### config.mk
export PLATFORM = sky130hd
export DESIGN_NAME = instruction_decoder_pipe
export DESIGN_NICKNAME = d
export VERILOG_FILES = /design/src/rtl/instruction_decoder_pipe_pkg.sv /design/src/rtl/instruction_decoder_pipe_instr_class_decode.sv /design/src/rtl/instruction_decoder_pipe.sv
export SDC_FILE = /design/constraint.sdc
export NUM_CORES = 1
export LEC_CHECK = 0
export BUFFER_PORTS_ARGS = -buffer_cell sky130_fd_sc_hd__buf_2
export CORE_MARGIN = 2
export CORE_UTILIZATION = 42
export DETAILED_ROUTE_END_ITERATION = 8
export HOLD_SLACK_MARGIN = 0.12
export PLACE_DENSITY = 0.78
export SYNTH_ARGS = -nofsm -noshare
export SYNTH_HDL_FRONTEND = slang
export SYNTH_SLANG_ARGS = --single-unit
### constraint.sdc
create_clock -name clk -period 1.6 [get_ports clk]
set_input_delay 0.08 -clock clk [delete_from_list [all_inputs] [get_ports clk]]
set_output_delay 0.08 -clock clk [all_outputs]
set_load 0.005 [all_outputs]
### src/rtl/instruction_decoder_pipe_pkg.sv
// Shared types and constants for the nibble-processor instruction decoder.
// Latency: none (definitions only).
// Backpressure: not applicable.
package instruction_decoder_pipe_pkg;

    // Opcode classes recognised in the top bits of an instruction byte
    typedef enum logic [2:0] {
        LOAD,
        MOVE,
        ALU,
        JUMP,
        CONDITIONAL_JUMP
    } instruction_t;

    // EXT_WAIT holds the first byte of a wide LOAD, EXT_EXEC issues it
    typedef enum logic [1:0] {
        EXEC,
        EXT_WAIT,
        EXT_EXEC
    } decode_state_t;

    // Register codes as they appear in LOAD/MOVE fields
    localparam logic [2:0] X0    = 3'd0;
    localparam logic [2:0] X1    = 3'd1;
    localparam logic [2:0] Y0    = 3'd2;
    localparam logic [2:0] Y1    = 3'd3;
    localparam logic [2:0] O_DST = 3'd4;  // code 4 as destination is o_reg
    localparam logic [2:0] R_SRC = 3'd4;  // code 4 as source is r
    localparam logic [2:0] M     = 3'd5;
    localparam logic [2:0] I     = 3'd6;
    localparam logic [2:0] DM    = 3'd7;

    // Bit positions inside reg_en
    localparam int EN_X0    = 0;
    localparam int EN_X1    = 1;
    localparam int EN_Y0    = 2;
    localparam int EN_Y1    = 3;
    localparam int EN_R     = 4;
    localparam int EN_M     = 5;
    localparam int EN_I     = 6;
    localparam int EN_DM    = 7;
    localparam int EN_O_REG = 8;

    localparam int REG_EN_W = 9;

    // Data bus selects
    localparam logic [3:0] SRC_SELF_MOVE      = 4'd9;
    localparam logic [3:0] DEF_NOP_SRC_SEL    = 4'd8;
    localparam logic [3:0] DEF_RESET_SRC_SEL  = 4'd10;

    localparam logic [REG_EN_W-1:0] REG_EN_ALL = 9'h1FF;

endpackage

### src/rtl/instruction_decoder_pipe_instr_class_decode.sv
// Classifies one instruction byte and extracts its register fields.
// Latency: purely combinational.
// Backpressure: none; output follows input.
module instr_class_decode
    import instruction_decoder_pipe_pkg::*;
(
    input  logic [7:0]   instr_byte,
    output instruction_t instr_class,
    output logic [2:0]   dst,
    output logic [2:0]   src
);

    // Class from leading ones, then fields whose position depends on the class
    always_comb begin
        instr_class = LOAD;
        dst         = 3'd0;
        src         = 3'd0;
        if (!instr_byte[7]) begin
            instr_class = LOAD;
            dst         = instr_byte[6:4];
        end else if (!instr_byte[6]) begin
            instr_class = MOVE;
            dst         = instr_byte[5:3];
            src         = instr_byte[2:0];
        end else if (!instr_byte[5]) begin
            instr_class = ALU;
        end else if (!instr_byte[4]) begin
            instr_class = JUMP;
        end else begin
            instr_class = CONDITIONAL_JUMP;
        end
    end

endmodule

### src/rtl/instruction_decoder_pipe.sv
// Captures fetched bytes into ir and decodes register enables, bus select and jump strobes.
// Latency: outputs reflect a captured byte one rising edge after capture (two bytes for wide LOAD).
// Backpressure: stall freezes all state and bubbles outputs; flush squashes ir and any pending wide LOAD.
module instruction_decoder_pipe
    import instruction_decoder_pipe_pkg::*;
#(
    parameter int         DATA_W        = 4,
    parameter logic [3:0] NOP_SRC_SEL   = DEF_NOP_SRC_SEL,
    parameter logic [3:0] RESET_SRC_SEL = DEF_RESET_SRC_SEL
) (
    input  logic              clk,
    input  logic              sync_reset_n,
    input  logic [7:0]        next_instr,
    input  logic              instr_valid,
    input  logic              stall,
    input  logic              flush,
    output logic              jmp,
    output logic              jmp_nz,
    output logic [DATA_W-1:0] imm,
    output logic              i_sel,
    output logic              x_sel,
    output logic              y_sel,
    output logic [3:0]        source_sel,
    output logic [8:0]        reg_en,
    output logic [7:0]        ir,
    output logic              busy
);

    // With an 8-bit datapath every LOAD carries a second immediate byte
    localparam bit WIDE_LOAD = (DATA_W == 8);

    logic          ir_valid;
    logic [7:0]    ext;
    decode_state_t state;

    logic [7:0]    decode_byte;
    instruction_t  instr_class;
    logic [2:0]    dst;
    logic [2:0]    src;

    logic [DATA_W-1:0]   imm_dec;
    logic                jmp_dec;
    logic                jmp_nz_dec;
    logic                i_sel_dec;
    logic [3:0]          source_sel_dec;
    logic [REG_EN_W-1:0] reg_en_dec;
    logic                bubble;

    // Instruction register, valid flag and wide-load sequencing
    always_ff @(posedge clk) begin
        if (!sync_reset_n) begin
            ir       <= 8'h00;
            ir_valid <= 1'b0;
            ext      <= 8'h00;
            state    <= EXEC;
        end else if (flush) begin
            // ir keeps its old value; nothing reads it while ir_valid is low
            ir_valid <= 1'b0;
            state    <= EXEC;
        end else if (!stall) begin
            if (instr_valid) begin
                ir       <= next_instr;
                ir_valid <= 1'b1;
                if (state == EXT_WAIT) begin
                    // second byte arrived: park the opcode byte and issue both
                    ext   <= ir;
                    state <= EXT_EXEC;
                end else if (WIDE_LOAD && !next_instr[7]) begin
                    state <= EXT_WAIT;
                end else begin
                    state <= EXEC;
                end
            end else if (state != EXT_WAIT) begin
                // a fetch gap drops the issued instruction but not a pending wide LOAD
                ir_valid <= 1'b0;
                state    <= EXEC;
            end
        end
    end

    // A completing wide LOAD takes its opcode from the parked first byte
    assign decode_byte = (state == EXT_EXEC) ? ext : ir;

    instr_class_decode u_class (
        .instr_byte  (decode_byte),
        .instr_class (instr_class),
        .dst         (dst),
        .src         (src)
    );

    // Immediate: low nibble of ir, with the parked byte's nibble on top for wide LOAD
    generate
        if (DATA_W == 8) begin : g_imm_wide
            assign imm_dec = (state == EXT_EXEC) ? {ext[3:0], ir[3:0]} : {4'h0, ir[3:0]};
        end else begin : g_imm_narrow
            assign imm_dec = ir[3:0];
        end
    endgenerate

    // Per-class decode of the instruction that would issue this cycle
    always_comb begin
        jmp_dec        = 1'b0;
        jmp_nz_dec     = 1'b0;
        i_sel_dec      = 1'b1;
        source_sel_dec = NOP_SRC_SEL;
        reg_en_dec     = '0;
        case (instr_class)
            LOAD: begin
                if (dst == I) begin
                    i_sel_dec = 1'b0;
                end
                if (dst == DM) begin
                    // data-memory writes also advance i
                    reg_en_dec[EN_DM] = 1'b1;
                    reg_en_dec[EN_I]  = 1'b1;
                end else if (dst == O_DST) begin
                    reg_en_dec[EN_O_REG] = 1'b1;
                end else begin
                    reg_en_dec[{1'b0, dst}] = 1'b1;
                end
            end
            MOVE: begin
                if (dst == I) begin
                    i_sel_dec = 1'b0;
                end
                source_sel_dec = (src == dst) ? SRC_SELF_MOVE : {1'b0, src};
                if (dst == O_DST) begin
                    reg_en_dec[EN_O_REG] = 1'b1;
                end else if (dst == I) begin
                    reg_en_dec[EN_I] = 1'b1;
                end else begin
                    reg_en_dec[{1'b0, dst}] = 1'b1;
                    // any data-memory access, read or write, steps i
                    if ((dst == DM) || (src == DM)) begin
                        reg_en_dec[EN_I] = 1'b1;
                    end
                end
            end
            ALU: begin
                reg_en_dec[EN_R] = 1'b1;
            end
            JUMP: begin
                jmp_dec = 1'b1;
            end
            CONDITIONAL_JUMP: begin
                jmp_nz_dec = 1'b1;
            end
            default: begin
                reg_en_dec = '0;
            end
        endcase
    end

    assign bubble = !ir_valid || stall || (state == EXT_WAIT);

    // Output selection: reset pattern, bubble, or the issuing decode
    always_comb begin
        jmp        = 1'b0;
        jmp_nz     = 1'b0;
        imm        = '0;
        i_sel      = 1'b0;
        x_sel      = 1'b0;
        y_sel      = 1'b0;
        source_sel = RESET_SRC_SEL;
        reg_en     = REG_EN_ALL;
        if (sync_reset_n) begin
            imm   = imm_dec;
            x_sel = ir[4];
            y_sel = ir[3];
            if (bubble) begin
                i_sel      = 1'b1;
                source_sel = NOP_SRC_SEL;
                reg_en     = '0;
            end else begin
                jmp        = jmp_dec;
                jmp_nz     = jmp_nz_dec;
                i_sel      = i_sel_dec;
                source_sel = source_sel_dec;
                reg_en     = reg_en_dec;
            end
        end
    end

    assign busy = (state == EXT_WAIT);

endmodule

Yosys cells after proc, flatten, opt, wreduce, memory -nomap -nowiden
Cells that the tools add are included.
{ "totals": {"out_inout_bits": 31, "regBits": 19, "in_bits": 13, "wordCells": 82} }
{ "classes": {"n_bitwise": 3, "eq_ne": 12, "n_mux": 49, "reduce_logical": 12, "magnitude_cmp": 2} }
{ "op_table": {"columns": ["cell", "count"], "rows": [
  ["2-to-1 mux 3 bit", 8],
  ["2-to-1 mux 8 bit", 3],
  ["2-to-1 mux 1 bit", 21],
  ["2-to-1 mux 4 bit", 5],
  ["2-to-1 mux 9 bit", 2],
  ["one-hot mux 4 bit (2 select lines)", 2],
  ["== test 3 bit (second input constant)", 5],
  ["2-to-1 mux 6 bit", 2],
  ["2-to-1 mux 2 bit", 4],
  ["== test 3 x 2 -> 1 bit (second input constant)", 2],
  ["< comparator 3 x 5 -> 1 bit (second input constant)", 1],
  ["AND reduction 4 bit", 1],
  ["OR reduction 2 bit", 2],
  ["demux 1 bit (select 3 bit)", 1],
  ["== test 3 x 1 -> 1 bit (second input constant)", 1],
  ["== test 3 bit", 1],
  [">= comparator 3 x 1 -> 1 bit (second input constant)", 1],
  ["logical NOT 3 bit", 1],
  ["logical OR 1 bit", 3],
  ["inverter 1 bit", 3],
  ["one-hot mux 1 bit (3 select lines)", 1],
  ["AND reduction 3 bit", 1],
  ["== test 2 x 1 -> 1 bit (second input constant)", 1],
  ["== test 2 bit (second input constant)", 1],
  ["5 further kinds", 5]
]} }

Depth between registers and ports, before layout
Gate-level depths: netlist of run 1.
{ "logic_depth": {"word_depth": 14, "depth_mapped": 5, "ltp_nobuf": 4} }

Cells and area by module
A second synthesis of run 1 with hierarchy kept.
{ "unflattened": {"cells_unflattened": 102, "area_unflattened_um2": 744.5} }
{ "modules_own_cells": {"columns": ["mod", "cells_each", "seq_area_each_um2", "instances", "area_each_um2"], "rows": [
  ["instruction_decoder_pipe", 84, 180.2, 1, 615.6],
  ["instr_class_decode", 18, 0.0, 1, 128.9]
]} }

Worst setup path after synthesis of run 1
Ideal clock, no wire load.
{ "synth_timing": {"path_kind": "flip-flop to output port", "startpoint": "register ir[6]", "endpoint": "output reg_en[6]", "required_ns": 1.520, "path_buffers": 0, "stages_incl_launch_ff": 5, "path_slack_ns": 0.344, "arrival_ns": 1.176, "cell_sequence": "dfxtp_1 -> or2b_1 -> a21bo_1 -> a221o_1 -> nand3_1"} }
{ "synth_via": {"elab_chain_len": 13, "elab_cells_between_ends": 27, "cone_classes": "order compare (2); eq/ne (5); mux (17); reduce/logical (3)"} }
{ "synth_lines": {"columns": ["item", "line", "source"], "rows": [
  ["start, declared", "instruction_decoder_pipe.sv:25", "output logic [7:0] ir,"],
  ["start signal, assigned", "instruction_decoder_pipe.sv:62", "ir <= next_instr;"],
  ["2-to-1 mux 8 bit (*)", "instruction_decoder_pipe.sv:82", "assign decode_byte = (state == EXT_EXEC) ? ext : ir;"],
  ["2-to-1 mux 3 bit", "instruction_decoder_pipe_instr_class_decode.sv:21", "end else if (!instr_byte[6]) begin"],
  ["2-to-1 mux 3 bit", "instruction_decoder_pipe_instr_class_decode.sv:18", "if (!instr_byte[7]) begin"],
  ["< comparator 3 x 5 -> 1 bit (implied by the code) or >= comparator 3 x 1 -> 1 bit (tied branches)", "instruction_decoder_pipe.sv:119, instruction_decoder_pipe.sv:132", null],
  ["logical AND 1 bit (implied by the code)", "instruction_decoder_pipe.sv:119, instruction_decoder_pipe.sv:132", null],
  ["2-to-1 mux 1 bit (implied by the code)", "instruction_decoder_pipe.sv:119, instruction_decoder_pipe.sv:132", null],
  ["demux 1 bit (select 3 bit)", "instruction_decoder_pipe.sv:119, instruction_decoder_pipe.sv:132", null],
  ["2-to-1 mux 1 bit", "instruction_decoder_pipe.sv:134", "if ((dst == DM) || (src == DM)) begin"],
  ["2-to-1 mux 1 bit", "instruction_decoder_pipe.sv:129", "end else if (dst == I) begin"],
  ["2-to-1 mux 8 bit", "instruction_decoder_pipe.sv:127", "if (dst == O_DST) begin"],
  ["one-hot mux 4 bit (2 select lines) (*)", "instruction_decoder_pipe.sv:107", "case (instr_class)"],
  ["2-to-1 mux 9 bit (*)", "instruction_decoder_pipe.sv:170", "if (bubble) begin"],
  ["2-to-1 mux 9 bit (*)", "instruction_decoder_pipe.sv:166", "if (sync_reset_n) begin"],
  ["end, declared", "instruction_decoder_pipe.sv:24", "output logic [8:0] reg_en,"]
]} }
Every way passes the cells marked *; elsewhere a longest branch is shown, timed or not.

Final worst setup path of run 1
Ends and elaborated chain as after synthesis.

==> impl_metrics.ini, run 1 <==
[die]
initial_core_util_pct = 43.9
fp.coreArea_um2 = 1690
die_h_um = 46.0
io_pins = 44
die_w_um = 46.0
die-area_um2 = 2120
rows = 15

[synth]
synth.area.top_cells = dfxtp_1, nand2_1, o21ai_0
synth-edff-count = 0
synth_cell_types = 39
synth.top_cell.area_share_pct = 24.3
synth_nets = 119
syn_inst = 106
post-synth-top-area-cell = dfxtp_1
syn-mean-instance-area_um2 = 7.00
synth_seq_cells = 9
ys_warn_count = 0
yosysSeqAreaShare_pct = 24.3
async_flop_share_pct = 0
synth-main-ff-cell = dfxtp_1
netlist_area_um2 = 742

[sta]
max_freq_ghz = 0.591
hold_viol = 0
finalSetupViolations = 2
grt_setup_unrepaired = true
post-route-period-util_pct = 106
setup_ws_ns = -0.0927
final_max_slew_viol_count = 0
tns_ns = -0.0976
skew_ns = 0
min_period_ns = 1.69

[finish]
drive_gt1_share_pct = 41.3
antennaDiodeCount = 0
final_nets = 174
area_growth_pct = 48.4
design_area_um2 = 1100
stdcell_count = 177
finish.utilization_pct = 65.2

[place]
place_congestion = 0.896
dpl-instance-area_um2 = 920
dp.cells = 158
dp_hpwl_mm = 1.44
port_buffers = 42

[grt]
grt_usage_pct = 21.8
first_global_vias = 769
grt_max_degree = 26
grt_pass1_wl_mm = 3.31
antenna_found_initial = 0
grt.overflow.total = 0

[critical_path]
critical_path_required_ns = 1.52
reg2regPathDepth = 4
rrSetupSlack_ns = 0.70
critPathLaunchType = flop
critPathKind = flop to output pin
critPathMaxFanout = 6
cp-end-kind = output pin
arrival_ns = 1.61

[clocking]
htreeDepth = 1
cts_buffer_depth = 2
worstSkewPairLatency_ns = 0.26
tritoncts = done
cts-buffers-inserted = 3
clock-sinks = 9
cts_root_buffer = clkbuf_4
cts.clk_slew.worst_paths_ns = 0.06

[power]
design_power_total_uw = 580
p_leak_uw = 0.000599
power_density_nw_per_um2 = 527
peakVddDrop_mv = 0.393

[route]
dr_total_vias = 905
vias_per_cell = 5.11
ant_nets = 0
wire_per_inst_um = 12.1
drc = 0
wirelength_mm = 2.14
dr.pass1.iters = 4
drt-initial-drc-count = 17

[min_path]
whs_path_depth = 3
hold_path_class = input pin to flop

[run]
maxCapViolCount = 0

[run_status]
status = complete, but fails checks
violations = negative setup slack
routing by layer:
metal / vias up / track usage (%) / share of wire (%)
li1: 461 / - / -
met3: 4 / 4.37 / 6.5
met5: - / 0 / 0
met4: 0 / 9.71 / 1.1
met1: 405 / 26.3 / 41
met2: 35 / 36.7 / 52
sequential cells by signal, indices dropped and copies added, names as in the netlist:
register / flops
ir_valid: 1
ir: 8
stage by stage:
stage	setup WS, ns	hold slack (ns)
floorplan	0.344	0.156
global placement	0.144	0.254
CTS	-0.0659	0.134
global route	-0.175	0.160
detailed placement	0.114	0.265
finish	-0.0927	0.132
layout by cell type, fill, tap and decap left out, types with 2 or more instances in the layout:
cell           Yosys  routed
a21oi_2            0       2
clkbuf_4           0       3
dlygate4sd3_1      0       9
o21ai_1            1       2
dfxtp_4            0       2
a21oi_1            8       6
inv_1              6       6
nand2_1           17      17
dfxtp_1            9       5
mux2i_1            2       2
nor2_1            10      10
o21ai_0           11      10
xor2_1             2       2
buf_4              3       8
dfxtp_2            0       2
nor3_1             2       2
a21boi_0           2       2
nand3_1            3       3
buf_2              1      42
path summary, 6_finish.rpt:
path / start / end
max reg2reg: ir[7]$_SDFFE_PN0P_ / ir[7]$_SDFFE_PN0P_
min: instr_valid / ir_valid$_SDFFE_PP0N_
min reg2reg: ir_valid$_SDFFE_PP0N_ / ir_valid$_SDFFE_PP0N_
max: ir[6]$_SDFFE_PN0P_ / reg_en[6]
cells by family (layout without fill, tap and decap cells):
| logic type | count (synthesis) | count (layout) | synth area share, % |
|---|---|---|---|
| DFF | 9 | 9 | 24.3 |
| other | 1 | 1 | 0.505 |
| xor gates and xnor gates | 2 | 2 | 2.36 |
| buffers and inverters | 17 | 71 | 13.5 |
| AOI/OAI and AO/OA | 29 | 29 | 23.9 |
| muxes | 2 | 2 | 2.70 |
| and+or+nand+nor | 46 | 46 | 32.7 |
power by group:
group          internal (uW)  total (uW)  switching [uW]
Combinational           79.0         144            65.3
Sequential               233         252            19.1
Clock                   96.5         184            87.1
worst max-delay path, cell delays in order, from the launching register on:
cell and delay [ns]:
dfxtp_4 0.37, or2b_1 0.25, a21bo_1 0.23, a221o_1 0.31
nand3_1 0.08, buf_2 0.11
synth_stat cells, drive strengths merged, types with 2 or more instances:
cell     n
nand3b   2
dfxtp    9
nor3     2
buf      7
nor2    10
mux2i    2
xor2     2
a21boi   3
o21ai   12
inv      7
nor2b    2
nand2   18
a21oi    8
clkbuf   2
nand3    3
area by class of cell:
| class | count | area, um2 |
|---|---|---|
| Inverter | 8 | 31.3 |
| Tap cell | 17 | 21.3 |
| Fill cell | 170 | 588 |
| Sequential cell | 9 | 190 |
| Multi-Input combinational cell | 80 | 472 |
| Clock buffer | 4 | 26.3 |
| Timing Repair Buffer | 59 | 360 |
what timing repair did:
action,4_1_cts,5_1_grt
pin swaps,0,1
hold buffers,9,0
resized for setup,7,3
setup buffers,2,4
hold endpoints to repair,9,0
endpoints found under the setup margin,13,10
(Power assumes the default switching activity.)
==> inputs of run 2 (changes only) <==
==> constraint.sdc (replaced) <==
create_clock -name clk -period 1.6 [get_ports clk]
set_input_delay 0.32 -clock clk [delete_from_list [all_inputs] [get_ports clk]]
set_output_delay 0.32 -clock clk [all_outputs]
set_load 0.005 [all_outputs]
==> run 2 against run 1 <==
Effect of this change:
- the flow still finishes with violations (negative setup slack)
- routed wire length rose by 9.0%
- clock skew did not move
- sequential share of layout area down 1.1 points
- non-clock buffer count up 2
- utilization up 5.9 points
- combinational power up 13%
- clock power about the same
- cell area up 9.1%
- fmax is 11% lower
- critical path type unchanged
- critical endpoint unchanged
- largest cell class unchanged
==> impl_metrics.ini, run 2 (synthesis gave the netlist of run 1 again) <==
[finish]
stdcell_count = 179
drive_gt1_share_pct = 54.9
regMostFlops = ir
fill_cells = 132
largest_register_ffs = 8
layout_commonest_cell = buf_2
area_growth_pct = 61.9
antennaDiodeCount = 0
reg_top3 = ir (8), ir_valid (1)
layout_common_cells = buf_2, nand2_1, buf_4
final_nets = 176

[critical_path]
reg2regPathDepth = 4
slowest_stage = dfxtp_4
critPathLaunchType = flop
cpPeakStageDelay_ns = 0.37
arrival_ns = 1.58
crit_chain = or2b_1 -> a21bo_1 -> a221o_1 -> nand3_1 -> buf_2
critPathKind = flop to output pin
cp-end-kind = output pin
critical_path_required_ns = 1.28
critPathMaxFanout = 5

[grt]
first_global_vias = 734
grt_usage_pct = 20.2
grt.overflow.total = 0
grt_max_degree = 15
antenna_found_initial = 0
grt_pass1_wl_mm = 3.07

[clocking]
cts-buffers-inserted = 3
post_cts_hold_buffer_count = 0
clock-sinks = 9
tritoncts = done
htreeDepth = 1
cts_buffer_depth = 2
cts.clk_slew.worst_paths_ns = 0.07
worstSkewPairLatency_ns = 0.27
cts_root_buffer = clkbuf_4

[place]
dp_hpwl_mm = 1.52
dp.cells = 167
place_congestion = 0.878
port_buffers = 42

[power]
power_density_nw_per_um2 = 497
peakVddDrop_mv = 0.493
p_leak_uw = 0.000637

[sta]
max_freq_ghz = 0.526
hold_ws_ns = 0.212
final_max_slew_viol_count = 0
tns_ns = -2.55
skew_ns = 0
finalSetupViolations = 14
min_period_ns = 1.90
setup_ws_ns = -0.302
hold_viol = 0
grt_setup_unrepaired = true
post-route-period-util_pct = 119

[run_status]
violations = negative setup slack
status = complete, but fails checks

[route]
wire_per_inst_um = 13.1
dr_total_vias = 932
dr.pass1.iters = 4
drt-initial-drc-count = 10
ant_nets = 0
drc = 0
wirelength_mm = 2.34
vias_per_cell = 5.21

[die]
rows = 15
die_h_um = 46.0
io_pins = 44
initial_core_util_pct = 43.9
die_w_um = 46.0
fp.coreArea_um2 = 1690
die-area_um2 = 2120

[min_path]
whs_path_depth = 2
hold_path_class = input pin to flop

[run]
maxCapViolCount = 0
==> run 2: power by group <==
| part | leakage, uW | switching, uW | internal, uW |
|---|---|---|---|
| clock | 0.0000177 | 91.5 | 92.5 |
| combinational | 0.000542 | 77.7 | 85.6 |
| sequential | 0.0000766 | 18.1 | 232 |
| total | 0.000637 | 187 | 410 |
==> run 2: critical path: cells and delay by family (launching register included) <==
family / cells / cell delay (ns)
buf+inv: 1 / 0.11
flops: 1 / 0.37
simple gates: 2 / 0.33
compound gates: 2 / 0.51
==> run 2: layout make-up <==
cell class                 instances  area (um2)  share of cell area (%)
tap                               17        21.3                    1.77
clock buffer                       3        22.5                    1.88
timing repair buffer              61         392                    32.6
sequential                         9         194                    16.1
inverter                           8        31.3                    2.60
multi-input combinational         80         536                    44.6
clock inverter                     1        5.00                   0.417
==> run 2: what timing repair did <==
action	4_1_cts	5_1_grt
setup buffers	4	5
endpoints found under the setup margin	15	16
gates resized for setup	26	17
pin swaps	8	8
==> run 2: metal layers <==
metal / up-vias / global-route usage [%] / share of wire, % / wire length [um]
met2: 29 / 35.0 / 52 / 1230
met5: - / 0 / 0 / 0
met1: 433 / 24.8 / 42 / 986
li1: 470 / - / - / -
met3: 0 / 7.14 / 5.3 / 124
met4: 0 / 1.71 / 0 / 0
==> run 2: worst paths after layout <==
kind	start	end	slack, ns
setup / recovery	ir[6]$_SDFFE_PN0P_	reg_en[6]	-0.30
hold / removal	flush	ir_valid$_SDFFE_PP0N_	0.21
setup reg to reg	ir[7]$_SDFFE_PN0P_	ir[7]$_SDFFE_PN0P_	0.67
hold reg to reg	ir[2]$_SDFFE_PN0P_	ir[2]$_SDFFE_PN0P_	0.55
==> run 2: metrics by stage <==
step | total power (uW) | utilization [%] | cell area, um2 | setup WS (ns)
floorplan | 328 | - | 742 | 0.104
global placement | 382 | 58.4 | 987 | -0.0130
detailed placement | 386 | 58.4 | 987 | -0.0681
CTS | 586 | 65.3 | 1100 | -0.299
global route | 624 | 71.1 | 1200 | -0.359
finish | 597 | 71.1 | 1200 | -0.302
==> inputs of run 3 (changes only) <==
TNS_END_PERCENT = 50   (was unset)
==> run 3 against run 2 <==
Effect of this change:
- the flow still finishes with violations (negative setup slack)
- final cell count is 2.2% lower
- critical path depth unchanged
- first-iteration DRC count is 40% higher
- largest power group unchanged
- routed wire length is 11% lower
- die area stayed put
- worst setup slack worse by 0.020 ns
- clock power up 8%
- fmax decreased by 1.0%
- worst hold slack got worse by 0.0087 ns
- register-to-register slack improved by 0.02 ns
- sequential cell count unchanged
- combinational power fell by 9%
- highest routed layer is now met4
==> impl_metrics.ini, run 3 (synthesis gave the netlist of run 1 again) <==
[power]
p_int_uw = 404
combPwrFrac_pct = 24.9
p_seq_share_pct = 41.8
clkPwrFrac_pct = 33.4
netSwitchingFraction_pct = 32.3
peakVddDrop_mv = 0.457
p_leak_uw = 0.000607
power_density_nw_per_um2 = 535
switchingPower_uw = 192

[critical_path]
cp-end-kind = output pin
worstReg2RegEnd = ir[7]$_SDFFE_PN0P_
critPathKind = flop to output pin
arrival_ns = 1.60
cpLargestDelayFamily = compound AO/OA/AOI/OAI gates
rrSetupSlack_ns = 0.69
r2r-start = ir[7]$_SDFFE_PN0P_
crit_chain = or2b_1 -> a21bo_1 -> a221o_1 -> nand3_1 -> buf_2
critPathLaunchType = flop
cpPeakStageDelay_ns = 0.37
critPathBufInv = 1
critical_path_required_ns = 1.28
critPathMaxFanout = 5
slowest_stage = dfxtp_4
reg2regPathDepth = 4

[die]
die_h_um = 46.0
initial_core_util_pct = 43.9
rows = 15
die-area_um2 = 2120
fp.coreArea_um2 = 1690
die_w_um = 46.0
io_pins = 44

[finish]
layout_commonest_cell = buf_2
drive_gt1_share_pct = 50.0
final_nets = 172
regMostFlops = ir
antennaDiodeCount = 0
area_growth_pct = 50.1
largest_register_ffs = 8
reg_top3 = ir (8), ir_valid (1)
layout_common_cells = buf_2, nand2_1, buf_4

[clocking]
cts.clk_slew.worst_paths_ns = 0.07
cts_root_buffer = clkbuf_4
post_cts_hold_buffer_count = 0
cts_buffer_depth = 2
clock-sinks = 9
tritoncts = done
cts-buffers-inserted = 3
htreeDepth = 1
worstSkewPairLatency_ns = 0.28

[route]
dr.pass1.iters = 4
vias_per_cell = 5.13
wirelength_mm = 2.08
drc = 0
drt-initial-drc-count = 14
wire_per_inst_um = 11.9
dr_total_vias = 898
ant_nets = 0

[sta]
setup_ws_ns = -0.321
post-route-period-util_pct = 120
skew_ns = 0
grt_setup_unrepaired = true
hold_ws_ns = 0.203
min_period_ns = 1.92
hold_viol = 0
max_freq_ghz = 0.520
final_max_slew_viol_count = 0
finalSetupViolations = 13

[grt]
grt_max_degree = 15
antenna_found_initial = 0
grt.overflow.total = 0
grt_pass1_wl_mm = 2.92
first_global_vias = 703
grt_usage_pct = 19.6

[run]
maxCapViolCount = 0

[run_status]
violations = negative setup slack
status = complete, but fails checks

[place]
place_congestion = 0.878
dp_hpwl_mm = 1.52
port_buffers = 42
post-place-ws_ns = -0.0681

[min_path]
whs_path_depth = 2
hold_path_class = input pin to flop
min_from = flush
min_to = ir_valid$_SDFFE_PP0N_
## run 3: worst max path at each step
stage | start | to | slack (ns) | cells past startpoint
CTS | ir[7]$_SDFFE_PN0P_ | reg_en[6] | -0.30 | 5
floorplan | ir[6]$_SDFFE_PN0P_ | reg_en[6] | 0.10 | 4
detailed placement | ir[7]$_SDFFE_PN0P_ | reg_en[6] | -0.07 | 5
finish | ir[6]$_SDFFE_PN0P_ | reg_en[6] | -0.32 | 5
global placement | ir[7]$_SDFFE_PN0P_ | reg_en[6] | -0.01 | 5
global route | ir[6]$_SDFFE_PN0P_ | reg_en[6] | -0.37 | 5
## run 3: routing by layer
metal  global-route usage, %  share of wire, %  vias up
met5                       0                 0        -
met4                    5.14              0.91        0
met3                    7.14               6.8        2
met2                    32.5                51       33
met1                    23.8                41      403
li1                        -                 -      460
## run 3: cell type report
type                    instances  area [um2]
fillers                       137         576
inverters                       8        31.3
flip-flops and latches          9         193
multi-input cells              80         494
repair buffers                 57         347
clock inverters                 1        5.00
well taps                      17        21.3
clock buffers                   3        22.5
## run 3: stage by stage
stage / cell area, um2 / utilization [%] / total power, uW / TNS [ns] / std cells
after global placement: 987 / 58.4 / 382 / -0.0130 / 167
after detailed placement: 987 / 58.4 / 386 / -0.0907 / 167
after CTS: 1060 / 62.7 / 579 / -2.06 / 173
after floorplan: 742 / - / 328 / 0 / 106
final: 1110 / 65.9 / 596 / -2.83 / 175
after global routing: 1110 / 65.9 / 622 / -3.63 / 175
## run 3: timing repair
| action | 4_1_cts | 5_1_grt |
|---|---|---|
| gates resized for setup | 18 | 11 |
| setup buffers | 2 | 2 |
| pin swaps | 6 | 6 |
| gates cloned | 0 | 0 |
| endpoints found under the hold margin | 0 | 0 |
| endpoints found under the setup margin | 15 | 16 |
## run 3: power by group through the flow
stage	Clock (uW)	Sequential, uW	Combinational, uW
detailed placement	0	256	131
global route	207	251	165
global placement	0	255	127
CTS	190	250	140
finish	199	249	148
floorplan	0	250	78.1
